### config.mk
export PLATFORM = sky130hd
export DESIGN_NAME = mem_port_arbiter
export DESIGN_NICKNAME = d
export VERILOG_FILES = /design/src/rtl/mem_port_arbiter.sv
export SDC_FILE = /design/constraint.sdc
export NUM_CORES = 1
export LEC_CHECK = 0
export BUFFER_PORTS_ARGS = -buffer_cell sky130_fd_sc_hd__buf_2
export CORE_AREA = 4 4 106 108
export CTS_CLUSTER_SIZE = 25
export DETAILED_ROUTE_END_ITERATION = 8
export DIE_AREA = 0 0 110 112
export PLACE_DENSITY = 0.81
export RECOVER_POWER = 100
export SLEW_MARGIN = 40
export SYNTH_ARGS = -nofsm -noshare
export SYNTH_HDL_FRONTEND = slang
export SYNTH_SLANG_ARGS = --single-unit
### constraint.sdc
create_clock -name clk -period 2.9 [get_ports clk]
set_clock_uncertainty 0.15 [all_clocks]
set_input_delay 0.58 -clock clk [delete_from_list [all_inputs] [get_ports clk]]
set_output_delay 0.58 -clock clk [all_outputs]
set_load 0.03 [all_outputs]
### src/rtl/mem_port_arbiter.sv
// Arbitrates one single-port synchronous memory between instruction fetch (I) and load/store (D).
// Latency: request seen in IDLE at cycle 0 -> mem_en at cycle 1 -> ready pulse at cycle 1+MEM_LATENCY.
// Backpressure: one access in flight; losers see stall_if/stall_mem until their ready pulse.
module mem_port_arbiter #(
  parameter int MEM_LATENCY  = 2,
  parameter int STARVE_LIMIT = 4
) (
  input  logic        clk,
  input  logic        rst,
  input  logic        i_req,
  input  logic [31:0] i_addr,
  output logic        i_ready,
  output logic [31:0] i_rdata,
  input  logic        d_req,
  input  logic        d_we,
  input  logic [31:0] d_addr,
  input  logic [31:0] d_wdata,
  input  logic [3:0]  d_be,
  output logic        d_ready,
  output logic [31:0] d_rdata,
  output logic        stall_if,
  output logic        stall_mem,
  output logic        mem_en,
  output logic        mem_we,
  output logic [31:0] mem_addr,
  output logic [31:0] mem_wdata,
  output logic [3:0]  mem_be,
  input  logic [31:0] mem_rdata
);

  localparam int WCW = (MEM_LATENCY > 1) ? $clog2(MEM_LATENCY) : 1;
  localparam int SCW = $clog2(STARVE_LIMIT + 1);
  // Last WAIT count value; unreachable when MEM_LATENCY == 1 because WAIT is skipped.
  localparam logic [WCW-1:0] WAIT_LAST  = WCW'((MEM_LATENCY > 1) ? MEM_LATENCY - 2 : 0);
  localparam logic [SCW-1:0] STARVE_MAX = SCW'(STARVE_LIMIT);

  typedef enum logic [1:0] {IDLE, ISSUE, WAIT, RESP} state_t;

  state_t          state_q, state_d;
  logic            own_d_q, own_d_d;      // 1 = D side owns the memory, 0 = I side
  logic [SCW-1:0]  starve_cnt_q, starve_cnt_d;
  logic [WCW-1:0]  wait_cnt_q, wait_cnt_d;
  logic            mem_en_q, mem_en_d;
  logic            mem_we_q, mem_we_d;
  logic [31:0]     mem_addr_q, mem_addr_d;
  logic [31:0]     mem_wdata_q, mem_wdata_d;
  logic [3:0]      mem_be_q, mem_be_d;
  logic            i_ready_q, i_ready_d;
  logic            d_ready_q, d_ready_d;
  logic            grant_i;

  // Next-state logic: arbitration in IDLE, then sequence the single outstanding access.
  always_comb begin
    state_d      = state_q;
    own_d_d      = own_d_q;
    starve_cnt_d = starve_cnt_q;
    wait_cnt_d   = wait_cnt_q;
    mem_en_d     = 1'b0;
    mem_we_d     = mem_we_q;
    mem_addr_d   = mem_addr_q;
    mem_wdata_d  = mem_wdata_q;
    mem_be_d     = mem_be_q;
    i_ready_d    = 1'b0;
    d_ready_d    = 1'b0;
    grant_i      = 1'b0;
    case (state_q)
      IDLE: begin
        if (d_req || i_req) begin
          // D wins ties unless fetch has been passed over STARVE_LIMIT times in a row.
          grant_i  = i_req && (!d_req || (starve_cnt_q == STARVE_MAX));
          state_d  = ISSUE;
          mem_en_d = 1'b1;
          own_d_d  = !grant_i;
          if (grant_i) begin
            mem_addr_d   = i_addr;
            mem_we_d     = 1'b0;
            mem_wdata_d  = 32'h0;
            mem_be_d     = 4'hF;
            starve_cnt_d = '0;
          end else begin
            mem_addr_d   = d_addr;
            mem_we_d     = d_we;
            mem_wdata_d  = d_wdata;
            mem_be_d     = d_we ? d_be : 4'hF;
            if (!i_req) begin
              starve_cnt_d = '0;
            end else if (starve_cnt_q != STARVE_MAX) begin
              starve_cnt_d = starve_cnt_q + SCW'(1);
            end
          end
        end else begin
          starve_cnt_d = '0;
        end
      end
      ISSUE: begin
        if (MEM_LATENCY == 1) begin
          state_d   = RESP;
          i_ready_d = !own_d_q;
          d_ready_d = own_d_q;
        end else begin
          state_d    = WAIT;
          wait_cnt_d = '0;
        end
      end
      WAIT: begin
        if (wait_cnt_q == WAIT_LAST) begin
          state_d   = RESP;
          i_ready_d = !own_d_q;
          d_ready_d = own_d_q;
        end else begin
          wait_cnt_d = wait_cnt_q + WCW'(1);
        end
      end
      RESP: begin
        state_d = IDLE;
      end
      default: begin
        state_d = IDLE;
      end
    endcase
  end

  // State and registered memory/ready outputs; reset drops any access in flight.
  always_ff @(posedge clk) begin
    if (rst) begin
      state_q      <= IDLE;
      own_d_q      <= 1'b0;
      starve_cnt_q <= '0;
      wait_cnt_q   <= '0;
      mem_en_q     <= 1'b0;
      mem_we_q     <= 1'b0;
      mem_addr_q   <= 32'h0;
      mem_wdata_q  <= 32'h0;
      mem_be_q     <= 4'h0;
      i_ready_q    <= 1'b0;
      d_ready_q    <= 1'b0;
    end else begin
      state_q      <= state_d;
      own_d_q      <= own_d_d;
      starve_cnt_q <= starve_cnt_d;
      wait_cnt_q   <= wait_cnt_d;
      mem_en_q     <= mem_en_d;
      mem_we_q     <= mem_we_d;
      mem_addr_q   <= mem_addr_d;
      mem_wdata_q  <= mem_wdata_d;
      mem_be_q     <= mem_be_d;
      i_ready_q    <= i_ready_d;
      d_ready_q    <= d_ready_d;
    end
  end

  assign mem_en    = mem_en_q;
  assign mem_we    = mem_we_q;
  assign mem_addr  = mem_addr_q;
  assign mem_wdata = mem_wdata_q;
  assign mem_be    = mem_be_q;
  assign i_ready   = i_ready_q;
  assign d_ready   = d_ready_q;
  // Read data arrives from memory in the RESP cycle itself, so it is passed through.
  assign i_rdata   = i_ready_q ? mem_rdata : 32'h0;
  assign d_rdata   = (d_ready_q && !mem_we_q) ? mem_rdata : 32'h0;
  assign stall_if  = i_req && !i_ready_q;
  assign stall_mem = d_req && !d_ready_q;

endmodule

==> reports/results.txt, run 1 <==
The flow ran to the end, and the final reports show no timing, DRC or antenna violations. Max-slew violation count: 0. For the net total in the final layout, the log shows 859. The logs give 38.6% for the sequential element share of the synthesized area and 1049 for the number of filler cells placed in the layout. Power spread over the standard cell area amounts to 862 mW/mm^2. The slew of the pin with the lowest slew margin is 1230 ps. Each instance of the synthesized netlist takes up on average 8.56 sq um. Setup repair after global routing left no endpoint under its margin. For the final weighted congestion of routability-driven global placement, the log shows 0.890. Along the worst path, the maximum fanout reaches 34. Placement row count: 37. The count of unresolved DRC violations after routing came out at 0. The tools report the number of primary I/O pins as 275. The worst hold path terminates at i_ready$_SDFF_PP0_. When the netlist entered floorplanning its net count stood at 613.

The number of vias per cell after detailed routing is 5.13, and the post-cts sizing count is 0. The run gives 0.00404 sq mm as the post-synthesis instance area. The clock net in this run drives a total of 78 sinks.

After clock tree synthesis, the setup repair step added 0 buffers. The insertion delay to the later sink of the worst-skew pair was 340 ps. The slowest stage of the critical path is the sky130_fd_sc_hd__dfxtp_1 cell. The run gives 5 as the first-pass detailed-route iteration total. Category of the critical setup timing path: reg2out. Detailed placement finished with a half-perimeter wire length of 10500 um.

By area the synthesized netlist is led by sky130_fd_sc_hd__dfxtp_1 (39%), sky130_fd_sc_hd__and2_1 (9.9%), sky130_fd_sc_hd__o21ai_0 (7.8%). The area fraction of the dominant cell type after synthesis was 38.6%; the violation count after the first detailed-routing iteration was 284. For this configuration, the core starts out at a cell density of 39.5%.

The arrival time at the worst endpoint was 1810 ps; the hold path depth was 1. The tools report the unique cell type count in the Yosys netlist as 36. The number of cells on the worst reg-to-reg path is 6. sky130_fd_sc_hd__dfxtp_1 takes more of the synthesized area than any other cell.

The worst register-to-register path ends at mem_addr[9]$_SDFFE_PP0P_. Final critical path time including I/O delays and setup: 2540 ps. In this run, post-CTS hold repair placed 0 buffers. The die outline width is 110 um.

The height of the die was 112 um. IR analysis of the VDD net gives a maximum drop of 0.000552 V. Counting flops and latches in the post-synthesis netlist gives 78. The startpoint identified for the worst register-to-register timing path is starve_cnt_q[0]$_SDFFE_PP0P_. The initial antenna violation count is 2. The first global-routing pass estimated 21000 um of wire. Once detail routing completed, the nets flagged for antenna violations numbered 0. The utilization after layout came out at 53.1%. The buffer cell driving the clock tree root is sky130_fd_sc_hd__clkbuf_8. The number of hold violations in the final report is 0, and the detailed-route via count is 4419. In the final timing run, aggregate negative setup slack is 0 ps. The depth of the CTS H-tree came out at 3.

The largest incremental delay on the critical path works out to 910 ps. Measured against its own limit, the worst slew margin works out to 17.2%. In this run the cell area measured after placement is 0.00541 sq mm. For this run the aggregate overflow at the end of global routing stands at 0. The via count of the first global-routing pass was 4125; the post-route clock period utilization was 87.6%. The area growth from synthesis to layout is 34.3%.

Global routing used 21.6% of the available tracks across all layers. Commonest non-fill, non-tap cell in the layout: sky130_fd_sc_hd__buf_2. The tools report the final count of negative-setup-slack endpoints as 0. The logs give 0 for the max-cap check violation count and 2 for the maximum number of buffers from clock root to sink. After clock tree synthesis, the clock-pin slew on the worst setup and hold paths is 80 ps. The cell count after synthesis came out at 472.

After floorplanning, the core was sized to cover 0.0102 sq mm. The top cell types in the final layout, fill and taps aside, are sky130_fd_sc_hd__buf_2 (179), sky130_fd_sc_hd__clkbuf_1 (97), sky130_fd_sc_hd__dfxtp_1 (78), sky130_fd_sc_hd__o21ai_0 (63), sky130_fd_sc_hd__and2_1 (59). Total non-filler cell area in the finished layout: 0.00543 sq mm. Yosys printed 0 warnings. Entering global routing, the biggest net connects 65 pins. The routed design has 14300 um of wire.

Dividing the detail-routed wire length by the instance count gives 16.6 um. STA classifies the critical path endpoint as an output port. Based on the critical path, the design can be clocked at up to 394 MHz. Startpoint class of the critical path: a register. The share of post-route cells with drive strength above 1 came out at 34.7%. In this run the worst hold path is classified as reg2reg. TritonCTS built the clock tree. The standby leakage power is 2.36 nW. For the worst slack at placement, the log shows 870 ps. The critical path goes through and2_1 > clkbuf_1. Setup slack on the critical path of the routed design comes to 359 ps.

For the worst setup path, the data required time is 2170 ps. The hold path startpoint is own_d_q$_SDFFE_PP0P_. The reg-to-reg setup timing slack was 430 ps. The number of clock buffers added by TritonCTS is 9. The completed layout was analyzed and its total power is 0.00468 W.

The die covers 0.0123 sq mm. During placement, the flow inserted port buffers numbering 274.
report_power, final:
group          internal (W)  total [W]  switching, W
Clock              0.000403   0.000816      0.000413
Combinational      0.000657    0.00231       0.00165
Sequential          0.00138    0.00156      0.000173
Total               0.00244    0.00468       0.00224
critical path: cells and delay by family, from the launching register on:
kind | cells | cell delay (ps)
and+or+nand+nor | 1 | 220
buffers and inverters | 1 | 330
DFF | 1 | 910
cell usage after synthesis, drive strengths merged:
master / count
a21o: 1
a31oi: 32
nor2: 9
ha: 4
buf: 32
and3b: 1
a311oi: 1
nand2: 32
a21bo: 1
nand2b: 3
and2: 64
a21oi: 71
a21boi: 2
nand4: 2
mux2i: 1
clkbuf: 20
nor2b: 3
and3: 2
dfxtp: 78
o21ai: 69
nor3b: 2
a211oi: 1
nor3: 1
o211ai: 33
inv: 6
o21a: 1
metal layers:
metal	GRT usage, %	vias up	wire [um]
met1	24.4	1992	5220
li1	-	2155	-
met3	4.70	41	1330
met4	11.9	0	544
met2	37.1	231	7180
met5	0	-	0
metrics by stage:
stage | instances | hold WS (ps)
3_3_place_gp | 843 | 290
4_1_cts | 859 | 304
5_1_grt | 861 | 319
2_1_floorplan | 472 | 263
3_5_place_dp | 843 | 296
6_report | 861 | 301
sequential cells by signal (all words and copies together) (netlist names):
signal and count:
mem_addr 32, mem_be 4, i_ready 1, own_d_q 1, state_q 2, mem_we 1, starve_cnt_q 3, mem_en 1
mem_wdata 32, d_ready 1
how the worst max path moves through the flow:
stage                       start           to  slack, ps
2_1_floorplan               i_req     stall_if        660
3_3_place_gp   i_ready$_SDFF_PP0_  i_rdata[11]        890
3_5_place_dp   i_ready$_SDFF_PP0_  i_rdata[28]        870
4_1_cts        i_ready$_SDFF_PP0_  i_rdata[28]        480
5_1_grt        i_ready$_SDFF_PP0_  i_rdata[29]        240
6_report       i_ready$_SDFF_PP0_  i_rdata[25]        360
cell type report:
| class | instances | area, sq um | share of cell area (%) |
|---|---|---|---|
| Multi-Input combinational cell | 336 | 2110 | 38.8 |
| Timing Repair Buffer | 287 | 1360 | 25.1 |
| Clock inverter | 6 | 70.1 | 1.29 |
| Inverter | 6 | 22.5 | 0.415 |
| Tap cell | 136 | 170 | 3.14 |
| Antenna cell | 2 | 5.00 | 0.0922 |
| Sequential cell | 78 | 1560 | 28.8 |
| Clock buffer | 10 | 128 | 2.35 |
logic make-up after synthesis:
logic type / count (synthesis) / share of synthesized area (%)
AOI/OAI and AO/OA: 212 / 35.9
adders and majority gates: 4 / 1.24
buffers and inverters: 58 / 8.05
DFF: 78 / 38.6
muxes: 1 / 0.248
and+or+nand+nor: 119 / 16.0
No activity file was read; power rests on OpenSTA's default activity.
==> run 2, diff against run 1 <==
ABC_AREA = 1   (was unset)
CORE_AREA = unset   (was 4 4 106 108)
CORE_MARGIN = 4   (was unset)
CORE_UTILIZATION = 42   (was unset)
CTS_BUF_LIST = sky130_fd_sc_hd__clkbuf_16   (was unset)
DIE_AREA = unset   (was 0 0 110 112)
PLACE_DENSITY = 0.86   (was 0.81)
clock period = 2.5 ns   (was 2.9 ns; I/O delays follow)
==> run 2 against run 1 <==
Die area down 8.5%. Critical path depth is 2 higher. Sequential power grew 16%. Wire length down 4.5%. Final area increased by 2.7%. Critical endpoint is now d_rdata[12]. Largest power group unchanged. Highest routed layer unchanged.
==> reports/results.txt, run 2 <==
The top cell type by area accounts for 38.6% of the synthesized area. Dividing the detail-routed wire length by the instance count gives 13.2 um. The critical path is of the reg2out type. The logs give 0.000482 V for the maximum vdd ir drop and 35 for the placement row count. Data on the critical path arrives at its endpoint at 1420 ps. The worst setup path is launched from a register. The standby leakage power came out at 3.02 nW. In the synthesized netlist, the cells that appear most often are sky130_fd_sc_hd__nand2_1 (166), sky130_fd_sc_hd__inv_1 (111), sky130_fd_sc_hd__nand3_1 (94), sky130_fd_sc_hd__dfxtp_1 (78), sky130_fd_sc_hd__nor2_1 (56).

TritonCTS built the clock tree. For the insertion delay to the later sink of the worst-skew pair, the log shows 320 ps. The number of nets still failing antenna checks after routing came out at 0.

Once placement completed, the tool counted placed cells totaling 1014. By area the synthesized netlist is led by sky130_fd_sc_hd__dfxtp_1 (39%), sky130_fd_sc_hd__nand2_1 (15%), sky130_fd_sc_hd__nand3_1 (12%). The flow ran to the end, and the final reports show no timing, DRC or antenna violations.

The largest incremental delay on the critical path was 350 ps; the proportion of synthesized flip-flops having asynchronous set or reset was 0%. The buffer cell driving the clock tree root was sky130_fd_sc_hd__clkbuf_16. TritonCTS created 9 clock buffers. The initial antenna violation count is 3, and the number of primary I/O pins is 275. Final HPWL from detailed placement: 10100 um.

The final critical path takes up 82.7% of the cycle. The routed design could run at a clock period as short as 2070 ps. For the area of the die, the log shows 0.0113 sq mm. The detailed-route via count was 4826.

The number of instances in the synthesized netlist is 648. Summed over all failing endpoints, the final setup total negative slack is 0 ps. After synthesis the cells add up to 0.00405 sq mm. The setup check on the worst reg-to-reg path leaves a slack of 510 ps.

For the max-slew violation count, the log shows 0. The final weighted congestion of routability-driven global placement is 0.825, and the number of filler cells placed in the layout is 980. The run gives 0 as the number of hold violations in the final report. The count of buffers from port buffering is 274. Setup repair after global routing left no endpoint under its margin. For the depth of the CTS H-tree, the log shows 3.

The first TritonRoute pass finished after 4 iterations. For this design, the slowest cell found on the critical path is sky130_fd_sc_hd__dfxtp_1. Using the TritonRoute via totals, the vias-per-cell ratio works out to 4.68. The unique cell type count in the Yosys netlist was 22; the post-CTS setup repair buffer count was 0.

The average cell area after synthesis was 6.24 sq um; the number of clock sinks was 78. Measured against its own limit, the worst slew margin works out to 48.6%. The critical path goes through nand2_1 > buf_4 > nor2_1 > clkbuf_1. Entering global routing, the biggest net connects 63 pins. In this run the horizontal extent of the chip is 106 um. Via count of the first global-routing pass: 4439.

The core footprint is 0.00933 sq mm, and the overall overflow remaining after global route is 0. The number of enable-type register cells in the synthesized netlist is 0, and the post-cts sizing count is 0. For the top achievable clock speed, the log shows 483 MHz. The total wirelength of the detailed-routed design was 13600 um; the wire length of the first global-routing pass was 21200 um. For this configuration, the core starts out at a cell density of 43.4%.

The clock transition at the registers of the reported paths is 60 ps. The number of synthesized register bits was 78. At the pin with the least slew margin, the transition time is 771 ps. The highest fanout seen on the critical path was 32; the maximum number of buffers from clock root to sink was 2.

The detailed router finished its first iteration with 287 violations. The hold-fix buffer count after cts is 0. The final cell count without fillers was 1032. For the synthesized net count, the log shows 789.

STA classifies the critical path endpoint as an output port. For this run, the post-layout net count is 1037. The library cell used most frequently in the layout, excluding fill and tap cells, is sky130_fd_sc_hd__nand2_1. The height of the die came out at 106 um.

The most used standard cell by instance count after synthesis was sky130_fd_sc_hd__nand2_1. The max-cap check violation count was 0; the count of unresolved DRC violations after routing was 0. During synthesis, Yosys emitted a total of 0 warnings.

Across every metal layer, demand over resource in global routing totals 23.0%. The post-route netlist has 18.5% of its cells at a drive strength greater than 1. Leaving out fill and tap cells, the most frequent cells in the layout are sky130_fd_sc_hd__nand2_1 (166), sky130_fd_sc_hd__buf_2 (137), sky130_fd_sc_hd__clkbuf_1 (137), sky130_fd_sc_hd__inv_1 (113), sky130_fd_sc_hd__nand3_1 (94).

The tools report the final count of negative-setup-slack endpoints as 0. The min-delay analysis places its worst path in the category in2reg. STA puts the critical path data required time at 1850 ps.

Dominant register cell in the synthesized netlist: sky130_fd_sc_hd__dfxtp_1. The post-synthesis to final-layout area growth works out to 37.8%. The completed layout was analyzed and its total power is 0.00572 W. For this design the ratio of total power to cell area is 1030 mW/mm^2. Sequential cells were found to cover 38.6% of the synthesized design area.

The most area-hungry cell type in the Yosys netlist is sky130_fd_sc_hd__dfxtp_1.
[run 2: area by class of cell]
| type | count | area [sq um] | area share, % |
|---|---|---|---|
| clock buffer | 9 | 225 | 4.04 |
| sequential | 78 | 1560 | 28.0 |
| multi-input combinational | 409 | 1830 | 32.9 |
| antenna | 2 | 5.00 | 0.0898 |
| inverter | 113 | 424 | 7.61 |
| tap | 129 | 161 | 2.89 |
| timing repair buffer | 285 | 1290 | 23.1 |
| clock inverter | 7 | 73.8 | 1.32 |
[run 2: final timing paths]
kind                                         startpoint                    endpoint  cells after the start
worst max-delay path                 d_ready$_SDFF_PP0_                 d_rdata[12]                      4
worst min-delay path                        d_wdata[23]  mem_wdata[23]$_SDFFE_PP0P_                      3
worst min register to register     own_d_q$_SDFFE_PP0P_          i_ready$_SDFF_PP0_                      1
worst max register to register  state_q[0]$_SDFFE_PP0P_   mem_addr[24]$_SDFFE_PP0P_                      8
[run 2: per-layer routing]
layer  up-vias  wire length, um  track usage, %
li1       2480                -               -
met1      2110             4900            24.9
met2       214             7120            42.2
met3        22             1320            6.25
met4         0              280            8.97
met5         -                0               0
[run 2: cell families (layout without fill, tap and decap cells)]
logic type               count (synthesis)  in the layout  share of synthesized area, %
AND/OR/NAND/NOR                        323            323                          33.4
buffers and inverters                  161            414                          16.1
AO/OA/AOI/OAI                           82             82                          10.7
flip-flops                              78             78                          38.6
adder cells (fa/ha/maj)                  4              4                          1.24
other                                    0              2                             0
[run 2: per-stage QoR]
| stage | worst slack (ps) | hold WS [ps] | util (%) | instance area [sq um] |
|---|---|---|---|---|
| finish | 432 | 288 | 59.8 | 5580 |
| global route | 287 | 283 | 59.8 | 5580 |
| CTS | 489 | 276 | 61.7 | 5750 |
| detailed placement | 610 | 283 | 58.5 | 5460 |
| global placement | 634 | 274 | 58.5 | 5460 |
| floorplan | 551 | 262 | - | 4050 |
[run 2: critical path, delay by kind of cell, from the launching register on]
family | cells | cell delay [ps]
buf+inv | 2 | 550
flops | 1 | 350
simple gates | 2 | 190
[run 2: power breakdown]
group          switching [W]  total [W]  leakage [nW]  internal [W]
clock               0.000522    0.00130         0.140      0.000777
sequential          0.000191    0.00181         0.644       0.00162
combinational        0.00193    0.00261          2.24      0.000679
==> run 3, diff against run 2 <==
CORE_UTILIZATION = 38   (was 42)
PLACE_DENSITY = 0.82   (was 0.86)
clock period = 1.7 ns   (was 2.5 ns; I/O delays follow)
==> run 3 against run 2 <==
The run now ends with setup timing left. Wire length up 8.9%. Power rose by 56%. Sequential cell count stayed put. Critical path type unchanged. Sequential power increased by 48%.
==> reports/results.txt, run 3 (synthesis gave the netlist of run 2 again) <==
The run finished, with violations left. The final reports fail on setup timing. The tools report the detailed-route via count as 5014. In the layout the commonest cells are sky130_fd_sc_hd__nand2_1 (163), sky130_fd_sc_hd__buf_2 (138), sky130_fd_sc_hd__inv_1 (103), sky130_fd_sc_hd__nand3_1 (94), sky130_fd_sc_hd__dfxtp_1 (75). The tools report the hold-fix buffer count after cts as 0.

The startpoint identified for the worst register-to-register timing path is starve_cnt_q[0]$_SDFFE_PP0P_. The slack of the critical path is -16.8 ps. The category of the critical setup timing path was reg2out. The height of the die is 111 um, and the sequential cell area in the final layout is 0.00157 sq mm. The hold path startpoint was d_wdata[14]. The number of hold violations in the final report was 0; the count of unresolved DRC violations after routing was 0. The first global-routing pass estimated 22000 um of wire. The run gives 0 as the max-slew violation count. The worst hold path belongs to the class in2reg. The top achievable clock speed was 582 MHz.

The power density relative to cell area is 1410 mW/mm^2. The smallest hold slack is 118 ps, and the total negative slack for setup checks is -25.0 ps. Data arrives at the worst endpoint at 1230 ps.

The total overflow left after global routing is 0. The logs give 29.9% for the power share of the sequential group and 4594 for the via count of the first global-routing pass. The tool flagged a number of max-cap violations equal to 0. In this run the critical register-to-register path is captured at mem_addr[1]$_SDFFE_PP0P_. The number of vias per cell after detailed routing was 4.79; the die outline width was 111 um. Initial antenna violation count: 2. Setup repair after global routing could not meet its margin everywhere. Net switching is 44.4% of the power. After the first detailed-routing iteration, the DRC count stood at 343. Setup slack on the worst reg-to-reg path comes out at 120 ps. Summed over all layers, the routed wires come to 14800 um. The core region is 0.0104 sq mm.

For the worst-skew pair, the clock arrives at the later sink with an insertion delay of 330 ps. In the final routed layout, each cell accounts on average for 14.2 um. For this run, the post-layout net count is 1046. After layout, the worst path uses 101% of the clock period.

The floorplan has 37 rows. Buffer cell driving the clock tree root: sky130_fd_sc_hd__clkbuf_16. In this run, the clock network consumes 22.7% of the power. During I/O placement, the number of pins put on the boundary was 275. The number of nets still failing antenna checks after routing is 0, and the area of the die is 0.0124 sq mm. No sink is reached through more buffers than the 2 on the longest clock path. The data required time of the worst path came out at 1210 ps. Global routing used 21.3% of the available tracks.

The run gives 10000 um as the final HPWL from detailed placement. After layout, the design draws a total of 0.00895 W. The number of cells on the worst reg-to-reg path is 8. For the worst slack at placement, the log shows 142 ps.

The path with the worst hold slack has its endpoint at mem_wdata[14]$_SDFFE_PP0P_. The power dissipated by switching net loads is 0.00397 W, and the total area of multi-input combinational cells is 0.00195 sq mm. TritonCTS built the clock tree. The worst setup path is captured at an output port.

The worst relative slew slack was 70.8%; the standby leakage power was 3.42 nW. The final weighted congestion of routability-driven global placement is 0.796, and the final critical path time including I/O delays and setup is 1720 ps. CTS saw 78 sinks. Fill cells in the final layout number 990. The share of total power dissipated in combinational logic is 47.4%. The tools report the startpoint class of the critical path as a register.

The maximum vdd ir drop is 0.000683 V, and the starting density of the core is 39.0%. Setup violations remaining at the end of the flow were counted as 4. Relative to the synthesized area, the layout overhead comes to 57.2%. In this run, CTS created clock tree buffers numbering 9. Commonest non-fill, non-tap cell in the layout: sky130_fd_sc_hd__nand2_1. The hold path depth was 3; the maximum number of pins on one net before global-route repair was 52. The internal power of the cells totals 0.00497 W.

Cells with a size suffix above 1 make up 32.1% of the layout. The first TritonRoute pass finished after 5 iterations. Clock-pin slew was measured on the worst setup and hold paths at 60 ps. The count of buffers from port buffering was 274. CTS built an H-tree with a depth of 3. The slew of the pin with the lowest slew margin was 440 ps; the highest fanout seen on the critical path was 16.
==> run 3: cell type report <==
type / instances / area share, %
Antenna cell: 2 / 0.0787
Timing Repair Buffer: 294 / 30.2
Clock buffer: 9 / 3.54
Tap cell: 136 / 2.68
Inverter: 113 / 6.67
Sequential cell: 78 / 24.7
Multi-Input combinational cell: 409 / 30.7
Clock inverter: 6 / 1.38
==> run 3: repair_timing <==
action | in CTS | in global routing
buffers inserted | 0 | 0
gates resized for setup | 74 | 117
pin swaps | 0 | 1
endpoints found under the setup margin | 60 | 86
gates cloned | 2 | 3
==> run 3: critical path: stages, from the launching register on <==
cell                      delay (ps)
sky130_fd_sc_hd__dfxtp_2         330
sky130_fd_sc_hd__inv_2            60
sky130_fd_sc_hd__nand2_4          70
sky130_fd_sc_hd__buf_16          170
sky130_fd_sc_hd__nor2_2          130
sky130_fd_sc_hd__buf_6           150
==> run 3: worst max path at each step <==
stage / startpoint / end / cells after the start
after floorplan: d_ready$_SDFF_PP0_ / d_rdata[10] / 3
after global placement: state_q[1]$_SDFFE_PP0P_ / mem_addr[11]$_SDFFE_PP0P_ / 8
after detailed placement: starve_cnt_q[0]$_SDFFE_PP0P_ / mem_addr[31]$_SDFFE_PP0P_ / 8
after CTS: mem_we$_SDFFE_PP0P_ / d_rdata[18] / 5
after global routing: mem_we$_SDFFE_PP0P_ / d_rdata[29] / 5
final: mem_we$_SDFFE_PP0P_ / d_rdata[29] / 5
==> run 3: per-layer routing <==
| layer | share of wire (%) | track usage (%) |
|---|---|---|
| met1 | 37 | 23.1 |
| met2 | 53 | 38.6 |
| met3 | 7.4 | 5.79 |
| met4 | 2.5 | 9.33 |
| met5 | 0 | 0 |
==> run 3: per-stage QoR <==
| step | cells | utilization (%) | area (sq um) |
|---|---|---|---|
| after floorplan | 648 | - | 4050 |
| after global placement | 1025 | 54.1 | 5610 |
| after detailed placement | 1025 | 54.1 | 5610 |
| after CTS | 1042 | 59.5 | 6170 |
| after global routing | 1047 | 61.3 | 6360 |
| final | 1047 | 61.3 | 6360 |
==> run 3: power by group through the flow <==
stage | clock network [W] | registers [W] | logic (W)
after global placement | 0 | 0.00267 | 0.00416
after floorplan | 0 | 0.00369 | 0.00187
after global routing | 0.00215 | 0.00274 | 0.00462
final | 0.00203 | 0.00267 | 0.00424
after detailed placement | 0 | 0.00268 | 0.00421
after CTS | 0.00208 | 0.00266 | 0.00432
